===== src/rtl/alu_pkg.sv =====
// Shared opcode map, op-class helper and sequencer FSM state encoding for the
// ALU command path.
package alu_pkg;

  localparam int OP_W   = 4;
  localparam int DATA_W = 8;
  localparam int CMD_W  = OP_W + DATA_W;

  localparam logic [OP_W-1:0] OP_ADD  = 4'b0000;
  localparam logic [OP_W-1:0] OP_SUB  = 4'b0001;
  localparam logic [OP_W-1:0] OP_AND  = 4'b0010;
  localparam logic [OP_W-1:0] OP_OR   = 4'b0011;
  localparam logic [OP_W-1:0] OP_CMP  = 4'b0100;
  localparam logic [OP_W-1:0] OP_XOR  = 4'b0101;
  localparam logic [OP_W-1:0] OP_NOT  = 4'b0110;
  localparam logic [OP_W-1:0] OP_SHL  = 4'b0111;
  localparam logic [OP_W-1:0] OP_SHR  = 4'b1000;
  localparam logic [OP_W-1:0] OP_SAR  = 4'b1001;
  localparam logic [OP_W-1:0] OP_INC  = 4'b1010;
  localparam logic [OP_W-1:0] OP_DEC  = 4'b1011;
  localparam logic [OP_W-1:0] OP_NEG  = 4'b1100;
  localparam logic [OP_W-1:0] OP_MOVA = 4'b1101;
  localparam logic [OP_W-1:0] OP_SWAP = 4'b1110;
  localparam logic [OP_W-1:0] OP_LOAD = 4'b1111;

  typedef enum logic [1:0] {
    S_IDLE  = 2'd0,
    S_ISSUE = 2'd1,
    S_WAIT  = 2'd2,
    S_HOLD  = 2'd3
  } state_t;

  // Register-file ops (A=Y, swap, load) occupy the top of the code space and
  // never produce a result beat.
  function automatic logic is_reg_op(input logic [OP_W-1:0] op);
    return (op >= OP_MOVA);
  endfunction

endpackage


===== src/rtl/alu_cmd_sequencer_cmd_fifo.sv =====
// Synchronous command FIFO ({op, data} entries). Pointers carry one extra wrap
// bit so full and empty are distinguishable without a separate count.
module cmd_fifo
  import alu_pkg::*;
#(
  parameter int FIFO_DEPTH = 4,
  parameter int WIDTH      = CMD_W
) (
  input  logic             clk,
  input  logic             reset,
  input  logic             flush,
  input  logic             push,
  input  logic             pop,
  input  logic [WIDTH-1:0] wdata,
  output logic [WIDTH-1:0] rdata,
  output logic             full,
  output logic             empty
);

  localparam int AW = $clog2(FIFO_DEPTH);

  logic [AW:0]      wptr;
  logic [AW:0]      rptr;
  logic [WIDTH-1:0] mem [FIFO_DEPTH];
  logic             do_push;
  logic             do_pop;

  // A push while full is ignored; flush overrides both push and pop.
  assign do_push = push & ~full & ~flush;
  assign do_pop  = pop & ~empty & ~flush;

  assign empty = (wptr == rptr);
  assign full  = (wptr[AW-1:0] == rptr[AW-1:0]) && (wptr[AW] != rptr[AW]);
  assign rdata = mem[rptr[AW-1:0]];

  // Pointer update: flush empties the queue in one cycle.
  always_ff @(posedge clk or posedge reset) begin
    if (reset) begin
      wptr <= '0;
      rptr <= '0;
    end else if (flush) begin
      wptr <= '0;
      rptr <= '0;
    end else begin
      if (do_push) wptr <= wptr + 1'b1;
      if (do_pop)  rptr <= rptr + 1'b1;
    end
  end

  // Entry storage; contents are only meaningful between push and pop.
  always_ff @(posedge clk) begin
    if (do_push) mem[wptr[AW-1:0]] <= wdata;
  end

endmodule


===== src/rtl/alu_cmd_sequencer.sv =====
// Command sequencer for the signed ALU/register-file datapath: buffers host
// commands, issues one enable strobe per command, waits out the datapath
// latency and returns Y for result-producing ops over a valid/ready port.
module alu_cmd_sequencer
  import alu_pkg::*;
#(
  parameter int FIFO_DEPTH = 4,
  parameter int ALU_LAT    = 1
) (
  input  logic                     clk,
  input  logic                     reset,
  input  logic                     flush,
  input  logic                     cmd_valid,
  output logic                     cmd_ready,
  input  logic [OP_W-1:0]          cmd_op,
  input  logic signed [DATA_W-1:0] cmd_data,
  output logic [OP_W-1:0]          alu_sel,
  output logic signed [DATA_W-1:0] alu_data,
  output logic                     alu_en,
  input  logic signed [DATA_W-1:0] alu_y,
  output logic                     res_valid,
  input  logic                     res_ready,
  output logic signed [DATA_W-1:0] res_data,
  output logic [OP_W-1:0]          res_op,
  output logic                     busy,
  output logic [7:0]               op_count
);

  localparam int CNT_W = (ALU_LAT > 1) ? $clog2(ALU_LAT) : 1;

  state_t           state;
  state_t           state_nxt;
  logic [CNT_W-1:0] lat_cnt;
  logic [CMD_W-1:0] head;
  logic             fifo_full;
  logic             fifo_empty;
  logic             pop;
  logic             lat_done;
  logic             cap_res;
  logic             done_op;

  cmd_fifo #(
    .FIFO_DEPTH (FIFO_DEPTH),
    .WIDTH      (CMD_W)
  ) u_fifo (
    .clk   (clk),
    .reset (reset),
    .flush (flush),
    .push  (cmd_valid),
    .pop   (pop),
    .wdata ({cmd_op, cmd_data}),
    .rdata (head),
    .full  (fifo_full),
    .empty (fifo_empty)
  );

  assign cmd_ready = ~fifo_full;
  assign busy      = (state != S_IDLE) || ~fifo_empty;
  assign res_valid = (state == S_HOLD);
  assign lat_done  = (lat_cnt == CNT_W'(ALU_LAT - 1));

  // State register; async reset drops alu_en/res_valid without a clock edge.
  always_ff @(posedge clk or posedge reset) begin
    if (reset) state <= S_IDLE;
    else       state <= state_nxt;
  end

  // Next-state and control strobes; flush forces IDLE and discards any result.
  always_comb begin
    state_nxt = state;
    pop       = 1'b0;
    cap_res   = 1'b0;
    done_op   = 1'b0;
    alu_en    = (state == S_ISSUE);
    if (flush) begin
      state_nxt = S_IDLE;
    end else begin
      case (state)
        S_IDLE: begin
          if (!fifo_empty) begin
            pop       = 1'b1;
            state_nxt = S_ISSUE;
          end
        end
        S_ISSUE: state_nxt = S_WAIT;
        S_WAIT: begin
          if (lat_done) begin
            if (is_reg_op(alu_sel)) begin
              done_op   = 1'b1;
              state_nxt = S_IDLE;
            end else begin
              cap_res   = 1'b1;
              state_nxt = S_HOLD;
            end
          end
        end
        S_HOLD: begin
          if (res_ready) begin
            done_op   = 1'b1;
            state_nxt = S_IDLE;
          end
        end
        default: state_nxt = S_IDLE;
      endcase
    end
  end

  // Issue registers: selector/data latch on pop and hold until the next issue.
  always_ff @(posedge clk or posedge reset) begin
    if (reset) begin
      alu_sel  <= '0;
      alu_data <= '0;
    end else if (pop) begin
      alu_sel  <= head[CMD_W-1:DATA_W];
      alu_data <= $signed(head[DATA_W-1:0]);
    end
  end

  // Datapath latency counter, running only while waiting on Y.
  always_ff @(posedge clk or posedge reset) begin
    if (reset)                lat_cnt <= '0;
    else if (state != S_WAIT) lat_cnt <= '0;
    else                      lat_cnt <= lat_cnt + 1'b1;
  end

  // Result capture and completed-op counter (wraps naturally at 8 bits).
  always_ff @(posedge clk or posedge reset) begin
    if (reset) begin
      res_data <= '0;
      res_op   <= '0;
      op_count <= '0;
    end else begin
      if (cap_res) begin
        res_data <= alu_y;
        res_op   <= alu_sel;
      end
      if (done_op) op_count <= op_count + 1'b1;
    end
  end

endmodule


===== config.mk =====
export PLATFORM = sky130hd
export DESIGN_NAME = alu_cmd_sequencer
export DESIGN_NICKNAME = d
export VERILOG_FILES = /design/src/rtl/alu_pkg.sv /design/src/rtl/alu_cmd_sequencer_cmd_fifo.sv /design/src/rtl/alu_cmd_sequencer.sv
export SDC_FILE = /design/constraint.sdc
export NUM_CORES = 1
export LEC_CHECK = 0
export ABC_AREA = 1
export BUFFER_PORTS_ARGS = -buffer_cell sky130_fd_sc_hd__buf_2
export CAP_MARGIN = 20
export CORE_AREA = 2 2 92 94
export DETAILED_ROUTE_END_ITERATION = 10
export DIE_AREA = 0 0 94 96
export GPL_TIMING_DRIVEN = 0
export PLACE_DENSITY = 0.73
export SLEW_MARGIN = 20
export SYNTH_ARGS = -nofsm -noshare
export SYNTH_HDL_FRONTEND = slang
export SYNTH_SLANG_ARGS = --single-unit

===== constraint.sdc =====
create_clock -name clk -period 1.89 [get_ports clk]
set_input_delay 0 -clock clk [delete_from_list [all_inputs] [get_ports clk]]
set_output_delay 0 -clock clk [all_outputs]
set_load 0.02 [all_outputs]

Yosys cells after proc, flatten, opt, wreduce, memory -nomap -nowiden
Memories as Yosys holds them, arrays and structs flattened. A register that Yosys moved wholly into a read port is not among the register bits.
Cells that the tools add are included.

cells by class
  add/sub/neg operators = 4
  $mul = 0
  divide/modulo/power cells = 0
  order comparisons = 1
  equality and inequality tests = 10
  shifts and indexed selects = 0
  mux-type cells = 25
  bitwise operators = 7
  reductions and logical operators = 7

operators with widths
  cell                                                      number
  2-to-1 mux 1 bit                                          14
  2-to-1 mux 3 bit                                          4
  2-to-1 mux 2 bit                                          5
  adder 8 x 1 -> 8 bit, second input constant               1
  case mux 2 bit (4 select lines)                           1
  adder 3 x 1 -> 3 bit, second input constant               2
  inequality test 3 bit, second input constant              2
  nonzero test 2 bit                                        3
  bitwise AND 1 bit                                         4
  == test 2 bit, second input constant                      2
  greater-or-equal comparator 4 bit, second input constant  1
  == test 3 bit                                             1
  inequality test 3 x 2 -> 1 bit, second input constant     1
  inverter 1 bit                                            3
  AND reduction 3 bit                                       1
  == test 2 x 1 -> 1 bit, second input constant             1
  == test 2 bit                                             1
  logical NOT 2 bit                                         1
  inequality test 2 bit, second input constant              1
  case mux 1 bit (2 select lines)                           1
  adder 1 bit, second input constant                        1
  logical AND 1 bit                                         1
  logical OR 1 bit                                          1
  inequality test 1 bit                                     1

storage, ports and cells
  flip-flop bits (word level) = 29
  bits in latches = 0
  bits in writable memories = 48
  bits in read-only memories = 0
  bits of input ports = 25
  logic and storage cells = 62
  memories kept = 1

memory list
  memory      words  width  rd ports  clocked after Yosys merged registers in  write ports  RTL line                          text
  u_fifo.mem  4      12     1         1                                        1            alu_cmd_sequencer_cmd_fifo.sv:24  logic [WIDTH-1:0] mem [FIFO_DEPTH];

Logic depth before layout (Yosys ltp)
Gate-level depths: netlist (run 1).

  depth in word-level cells = 8
  mapped depth = 10

Cells and area by module
From an unflattened synthesis (run 1), not the netlist that was laid out.

unflattened totals
  cell total of the unflattened synthesis = 380
  area, all modules = 3903.7 sq um

modules (own cells, without submodules)
  module             times used  cells each  area each (sq um)
  cmd_fifo           1           182         2277.2
  alu_cmd_sequencer  1           198         1626.6

Least setup slack after synthesis (run 1)
Ideal clock, no wire load.

  kind = reg-to-reg
  from = register u_fifo.rptr[0]
  to = memory u_fifo.mem[0][0] (netlist name), enable pin
  data arrival time = 1.572 ns
  path slack = -0.062 ns
  cell stages (with the launch flop) = 7
  period minus slack after synthesis = 1.952 ns
  cell sequence = dfrtp_1 > buf_6 > nand2_1 > nand2_2 > nand4_2 > nand3_1 > nor2_1

on the way
  cells in the longest elaborated chain, start to end = 7

RTL lines
  element                                 RTL line                          text
  start, declared                         alu_cmd_sequencer_cmd_fifo.sv:23  logic [AW:0] rptr;
  start signal, assigned                  alu_cmd_sequencer_cmd_fifo.sv:46  if (do_pop) rptr <= rptr + 1'b1;
  == test 2 bit                           alu_cmd_sequencer_cmd_fifo.sv:33  assign full = (wptr[AW-1:0] == rptr[AW-1:0]) && (wptr[AW] != rptr[AW]);
  logical AND 1 bit                       alu_cmd_sequencer_cmd_fifo.sv:33
  inverter 1 bit                          -
  named net cmd_ready                     alu_cmd_sequencer.sv:14           output logic cmd_ready,
  bitwise AND 1 bit (2 in series)         alu_cmd_sequencer_cmd_fifo.sv:29  assign do_push = push & ~full & ~flush;
  2-to-1 mux 1 bit                        alu_cmd_sequencer_cmd_fifo.sv:52  if (do_push) mem[wptr[AW-1:0]] <= wdata;
  2-to-1 mux 1 bit (not written as such)  alu_cmd_sequencer_cmd_fifo.sv:52
  end, declared                           alu_cmd_sequencer_cmd_fifo.sv:24

The timed path passes the listed nets, and every way through them passes these cells.

Worst setup path in the final report (run 1)
  from = register u_fifo.rptr[0]
  to = register state[0]

on the way
  cells in the longest elaborated chain, start to end = 3

RTL lines
  element                          RTL line                          text
  == test 3 bit                    alu_cmd_sequencer_cmd_fifo.sv:32  assign empty = (wptr == rptr);
  inequality test 3 bit (no line)  -
  AND reduction 3 bit (no line)    -
  end signal, assigned             alu_cmd_sequencer.sv:65           else state <= state_nxt;
  end, declared                    alu_cmd_sequencer.sv:31           state_t state;

No other way between the ends.
A chain may end at the register's enable or synchronous reset.

==> reports/metrics.cfg, run 1 <==
[pwr]
clkPwrFrac_pct = 22.0
pwr-share-comb_pct = 38.6
sw_frac_of_total_pct = 38.5
p_int_w = 0.00408
power.density_nw_per_um2 = 1330
peakVddDrop_uv = 643
leakage_nw = 2.28
p_switching_w = 0.00255
p_seq_share_pct = 39.4

[clocking]
cts_tree = built
clock-sinks = 89
clockRootBuffer = clkbuf_8
cts_made_buffers = 9
cts_max_level = 3
clk_latency_ns = 0.37
clk_pin_slew_ns = 0.09
cts.path.max_buffers = 2

[timing]
worst_pin_slew_ns = 0.328
finalWorstSetupSlack_ns = 0.124
skew_ns = 0.0127
finalMaxSlewViolations = 0
slew_headroom_pct = 78.2
finalSetupTns_ns = 0
post-route-min-period_ns = 1.77
rsz0062_at_grt = no
hold_violations = 0
setup_violations = 0
fmax_mhz = 566
finalCritPeriodShare_pct = 93.4

[finish]
antennaDiodeCount = 0
area_growth_pct = 27.0
nets = 503
final_cell_area_um2 = 4990
drive_gt1_share_pct = 28.1
final_common_cell = nand2_1
final_cell_mix = nand2_1 (80), buf_2 (68), edfxtp_1 (48)

[synthesis]
ys_types = 29
yosysSeqAreaShare_pct = 62.8
netlist_instances = 371
yosys_warnings = 0
synth.avg_cell_area_um2 = 10.6
synth_edf_count = 48
synth_seq_cells = 89
synth-async-reset-ratio_pct = 46.1
synth_nets = 402
syn_area_um2 = 3930
synthFlopType = edfxtp_1

[critical_path]
worstSetupPathType = flip-flop to flip-flop
worstPathRequired_ns = 2.14
start_kind = flip-flop
critPathArrivalTime_ns = 2.01
slowest_stage = dlygate4sd3_1
crit_chain = buf_6, inv_6, nand2_2, nand2_2, nand4_1, nand3_1, a21oi_1, dlygate4sd3_1
crit_path_frequent_cell = nand2_2
max_stage_delay_ns = 0.56
end_kind = flip-flop
critPathBufInv = 3
cp_max_fo = 10
crit_family = buffers and inverters

[route]
wirelength_um = 8160
dr.first_iter.drc_count = 194
via_per_inst = 4.99
wire_per_inst_um = 14.0
ant_nets = 0
drt_pass1_iterations = 6
vias = 2907
drc = 0

[die]
boundaryPins = 61
rows = 33
initial_core_util_pct = 48.8
core-area_um2 = 8050
die_h_um = 96
die_w_um = 94
dieArea_um2 = 9020

[flow_run]
cap_viol_max_count = 0

[global_routing]
grt_pass1_wl_um = 13500
grt_antenna_before_repair = 0
grt_overflow = 0
grt_pass1_vias = 2786
grt_usage_pct = 20.0
grt_start_max_net_pins = 30

[placed_design]
port_buffers = 60
place_ws_ns = -0.465
dpl-instance-area_um2 = 4390
dp_hpwl_um = 5160
finalWeightedCongestion = 0.748

[worst_hold_path]
hold_class = input port to flip-flop

[status]
outcome = complete, no violations

-- cell type report --
class	count	area, um2
well taps	105	131
multi-input cells	231	1270
fillers	646	3060
clock inverters	7	98.8
inverters	37	146
flip-flops and latches	89	2470
clock buffers	9	124
plain buffers	14	104
repair buffers	90	648
-- per-layer routing --
| layer | part of all wire (%) | GRT usage, % | up-vias |
|---|---|---|---|
| li1 | - | - | 1425 |
| met1 | 44 | 25.1 | 1396 |
| met2 | 50 | 33.9 | 71 |
| met3 | 4.0 | 4.07 | 15 |
| met4 | 2.1 | 8.57 | 0 |
| met5 | 0 | 0 | - |
-- logic make-up (layout without fill, tap and decap cells) --
group | count (synthesis) | count (layout) | share of synthesized area, %
and+or+nand+nor | 159 | 159 | 17.9
DFF | 89 | 89 | 62.8
buffers and inverters | 51 | 157 | 6.37
adders and majority gates | 6 | 6 | 1.91
AOI/OAI and AO/OA | 58 | 58 | 9.10
xor gates and xnor gates | 8 | 8 | 1.97
-- cells in the mapped netlist, drive strengths merged (2+ instances only) --
cell type | count | area [um2]
a21oi | 2 | 10.0
buf | 14 | 104
dfrtp | 41 | 1030
edfxtp | 48 | 1440
ha | 6 | 75.1
inv | 37 | 146
nand2 | 85 | 337
nand3 | 22 | 138
nand4 | 6 | 43.8
nor2 | 44 | 173
o21ai | 55 | 328
xnor2 | 4 | 42.6
xor2 | 4 | 35.0
-- worst paths after layout --
kind	startpoint	to	slack [ns]	cells past startpoint
worst max-delay path	u_fifo.rptr[0]$_DFFE_PP0P_	state[0]$_DFFE_PP0P_	0.12	8
min in group asynchronous	reset	res_data[0]$_DFFE_PP0P_	0.14	3
worst max register to register	u_fifo.rptr[0]$_DFFE_PP0P_	state[0]$_DFFE_PP0P_	0.12	8
worst min-delay path	res_ready	op_count[1]$_DFFE_PP0P_	0.13	5
max in group asynchronous	reset	u_fifo.rptr[0]$_DFFE_PP0P_	1.28	4
worst min register to register	res_data[6]$_DFFE_PP0P_	res_data[6]$_DFFE_PP0P_	0.48	2
-- tightest hold or removal path, delay by kind of cell --
| family | cells | cell delay [ns] |
|---|---|---|
| buffers and inverters | 2 | 0.21 |
| AND/OR/NAND/NOR | 2 | 0.13 |
| AO/OA/AOI/OAI | 1 | 0.13 |
-- sequential cells by signal, indices dropped and copies added, names as in the netlist --
register     count
alu_data         8
alu_sel          4
lat_cnt          1
op_count         8
res_data         8
res_op           4
state            2
u_fifo.mem      48
u_fifo.rptr      3
u_fifo.wptr      3
-- stage by stage --
stage | utilization, % | power [W] | instances | hold slack (ns)
after floorplan | - | 0.00437 | 371 | 0.0631
after global placement | 54.2 | 0.00503 | 536 | 0.212
after detailed placement | 54.5 | 0.00509 | 537 | -0.0252
after CTS | 61.6 | 0.00663 | 581 | 0.118
after global routing | 62.0 | 0.00711 | 582 | 0.145
final | 62.0 | 0.00663 | 582 | 0.128
-- power groups by stage --
stage	Combinational [W]	Clock [W]	Sequential, W
after floorplan	0.00140	0	0.00297
after global placement	0.00238	0	0.00264
after detailed placement	0.00244	0	0.00265
after CTS	0.00252	0.00149	0.00261
after global routing	0.00286	0.00158	0.00267
final	0.00256	0.00146	0.00261
-- timing repair --
action	in CTS	in global routing
resized for setup	6	4
pin swaps	2	1
setup buffers	4	1
setup endpoints to repair	48	49
cloned	0	0
hold buffers	24	0
hold endpoints to repair	102	0
Note: power is estimated with default switching activity, not from simulation.
==> run 2, diff against run 1 <==
--- a/config.mk
+++ b/config.mk
@@ -12,7 +12,7 @@
 export DETAILED_ROUTE_END_ITERATION = 10
 export DIE_AREA = 0 0 94 96
 export GPL_TIMING_DRIVEN = 0
-export PLACE_DENSITY = 0.73
+export PLACE_DENSITY = 0.71
 export SLEW_MARGIN = 20
 export SYNTH_ARGS = -nofsm -noshare
 export SYNTH_HDL_FRONTEND = slang
==> constraint.sdc (replaced) <==
create_clock -name clk -period 2.2 [get_ports clk]
set_input_delay 0 -clock clk [delete_from_list [all_inputs] [get_ports clk]]
set_output_delay 0 -clock clk [all_outputs]
set_load 0.02 [all_outputs]
==> reports/metrics.cfg, run 2 (synthesis results as in run 1) <==
[clocking]
cts_made_buffers = 9  ; unchanged
cts.path.max_buffers = 2  ; unchanged
clk_pin_slew_ns = 0.10  ; about the same
cts_tree = built
cts_setup_buffers = 0  ; -4
cts_max_level = 3  ; unchanged
clk_latency_ns = 0.37  ; about the same
clockRootBuffer = clkbuf_8
clock-sinks = 89  ; unchanged

[pwr]
power.density_nw_per_um2 = 1150  ; -14%
peakVddDrop_uv = 580  ; -9.8%
leakage_nw = 2.23  ; -2.3%

[timing]
setup_violations = 0  ; unchanged
fmax_mhz = 466  ; -18%
finalCritPeriodShare_pct = 97.6  ; +4.2 points
hold_violations = 0  ; unchanged
slew_headroom_pct = 49.5  ; -29 points
worst_pin_slew_ns = 0.756  ; +0.429 ns
finalMaxSlewViolations = 0  ; unchanged
rsz0062_at_grt = yes
skew_ns = 0.0116  ; -0.00108 ns
post-route-min-period_ns = 2.15  ; +0.382 ns
holdWs_ns = 0.109  ; -0.0196 ns

[route]
vias = 2820  ; -3.0%
dr.first_iter.drc_count = 126  ; -35%
ant_nets = 0  ; unchanged
wirelength_um = 7910  ; -3.1%
via_per_inst = 4.89  ; -2.2%
drt_pass1_iterations = 4  ; -2
drc = 0  ; unchanged
wire_per_inst_um = 13.7  ; -2.2%

[finish]
final_cell_mix = nand2_1 (80), buf_2 (68), edfxtp_1 (48)
nets = 498  ; -0.99%
drive_gt1_share_pct = 26.9  ; -1.2 points
antennaDiodeCount = 0  ; unchanged
final_cell_area_um2 = 4840  ; -3.0%
largest_reg_flops = 48  ; unchanged
area_growth_pct = 23.2
utilization_pct = 60.2  ; -1.8 points
final_common_cell = nand2_1

[critical_path]
r2r_slack_ns = 0.05  ; -0.07 ns
worstSetupPathType = flip-flop to flip-flop
start_kind = flip-flop
r2r_cells = 7  ; -1
r2r-end = u_fifo.mem[2][9]$_DFFE_PP_
worstPathRequired_ns = 2.20  ; +0.06 ns
critPathArrivalTime_ns = 2.14  ; +0.13 ns
end_kind = flip-flop
cp_max_fo = 12  ; +2
timing.rr.start = u_fifo.rptr[0]$_DFFE_PP0P_

[placed_design]
dp_hpwl_um = 5240  ; +1.6%
dpl-instance-area_um2 = 4390  ; unchanged
port_buffers = 60  ; unchanged
finalWeightedCongestion = 0.796  ; +6.4%

[status]
outcome = complete, no violations

[global_routing]
use_met2_pct = 32.7  ; -1.1 points
gr-usage-met3_pct = 4.70  ; +0.63 points
grt_overflow = 0  ; unchanged
grt_antenna_before_repair = 0  ; unchanged
grt_pass1_vias = 2672  ; -4.1%
grt_pass1_wl_um = 12800  ; -5.2%
grtUsageMet1_pct = 23.2  ; -1.9 points
grt_usage_pct = 19.0  ; -1.0 points
grt_start_max_net_pins = 32  ; +6.7%
busiest_layer = met2

[die]
core-area_um2 = 8050  ; unchanged
boundaryPins = 61  ; unchanged
die_h_um = 96  ; unchanged
die_w_um = 94  ; unchanged
initial_core_util_pct = 48.8  ; unchanged
rows = 33  ; unchanged
dieArea_um2 = 9020  ; unchanged

[flow_run]
cap_viol_max_count = 0  ; unchanged

[worst_hold_path]
hold_class = input port to asynchronous set/reset pin

[run 2: changes by cell type in the layout (fill, tap and decap cells not counted)]
| cell | before | now |
|---|---|---|
| nand3_2 | 4 | 3 |
| nand3_4 | 2 | 1 |
| bufinv_16 | 2 | 1 |
| inv_6 | 4 | 2 |
| buf_12 | 5 | 1 |
| inv_8 | 0 | 2 |
| clkinv_4 | 0 | 2 |
| nor2_4 | 5 | 1 |
| nor2_2 | 0 | 4 |
| nand3_1 | 16 | 18 |
| xnor2_2 | 0 | 1 |
| buf_4 | 2 | 1 |
| xnor2_4 | 1 | 0 |
| clkinv_2 | 1 | 0 |
[run 2: worst max-delay path by stage]
stage                                    start                    endpoint  slack [ns]  cells after the start
floorplan           u_fifo.rptr[0]$_DFFE_PP0P_  u_fifo.mem[0][0]$_DFFE_PP_        0.25                      6
global placement    u_fifo.rptr[0]$_DFFE_PP0P_  u_fifo.mem[3][2]$_DFFE_PP_       -0.16                      7
detailed placement  u_fifo.rptr[0]$_DFFE_PP0P_  u_fifo.mem[1][3]$_DFFE_PP_       -0.14                      7
CTS                 u_fifo.rptr[0]$_DFFE_PP0P_  u_fifo.mem[2][4]$_DFFE_PP_        0.05                      7
global route        u_fifo.wptr[0]$_DFFE_PP0P_  u_fifo.mem[2][4]$_DFFE_PP_       -0.11                      6
finish              u_fifo.rptr[0]$_DFFE_PP0P_  u_fifo.mem[2][9]$_DFFE_PP_        0.05                      7
[run 2: final cells by class]
type                    count  area [um2]
plain buffers              14         104
clock buffers               9         124
clock inverters             7        86.3
fillers                   676        3210
inverters                  37         146
multi-input cells         231        1220
flip-flops and latches     89        2470
well taps                 105         131
repair buffers             85         561
[run 2: power by group]
| group | leakage, nW | internal (W) | switching, W | total (W) |
|---|---|---|---|---|
| Clock | 0.104 | 0.000549 | 0.000640 | 0.00119 |
| Combinational | 1.16 | 0.000752 | 0.00138 | 0.00213 |
| Sequential | 0.966 | 0.00206 | 0.000185 | 0.00224 |
[run 2: routing by layer]
| metal | vias to the layer above | wire, um |
|---|---|---|
| li1 | 1422 | - |
| met1 | 1338 | 3490 |
| met2 | 50 | 4010 |
| met3 | 10 | 297 |
| met4 | 0 | 110 |
| met5 | - | 0 |
[run 2: through the flow]
stage	worst slack, ns	instances	power, W	setup TNS, ns
floorplan	0.248	371	0.00375	0
global placement	-0.156	536	0.00432	-5.09
detailed placement	-0.142	537	0.00438	-3.14
CTS	0.0522	577	0.00562	0
global route	-0.115	577	0.00596	-3.62
finish	0.0524	577	0.00557	0
[run 2: repair_timing]
action,4_1_cts,5_1_grt
resized for setup,2,0
hold endpoints to repair,102,0
hold buffers,24,0
setup endpoints to repair,24,48
[run 2: worst max-delay path, stage by stage, from the launching register on]
cell and delay (ns):
dfrtp_1 0.38, buf_6 0.16, inv_6 0.05, nand2_2 0.06, nand2_2 0.08, nand4_2 0.15
nand3_1 0.24, nor2_2 0.66
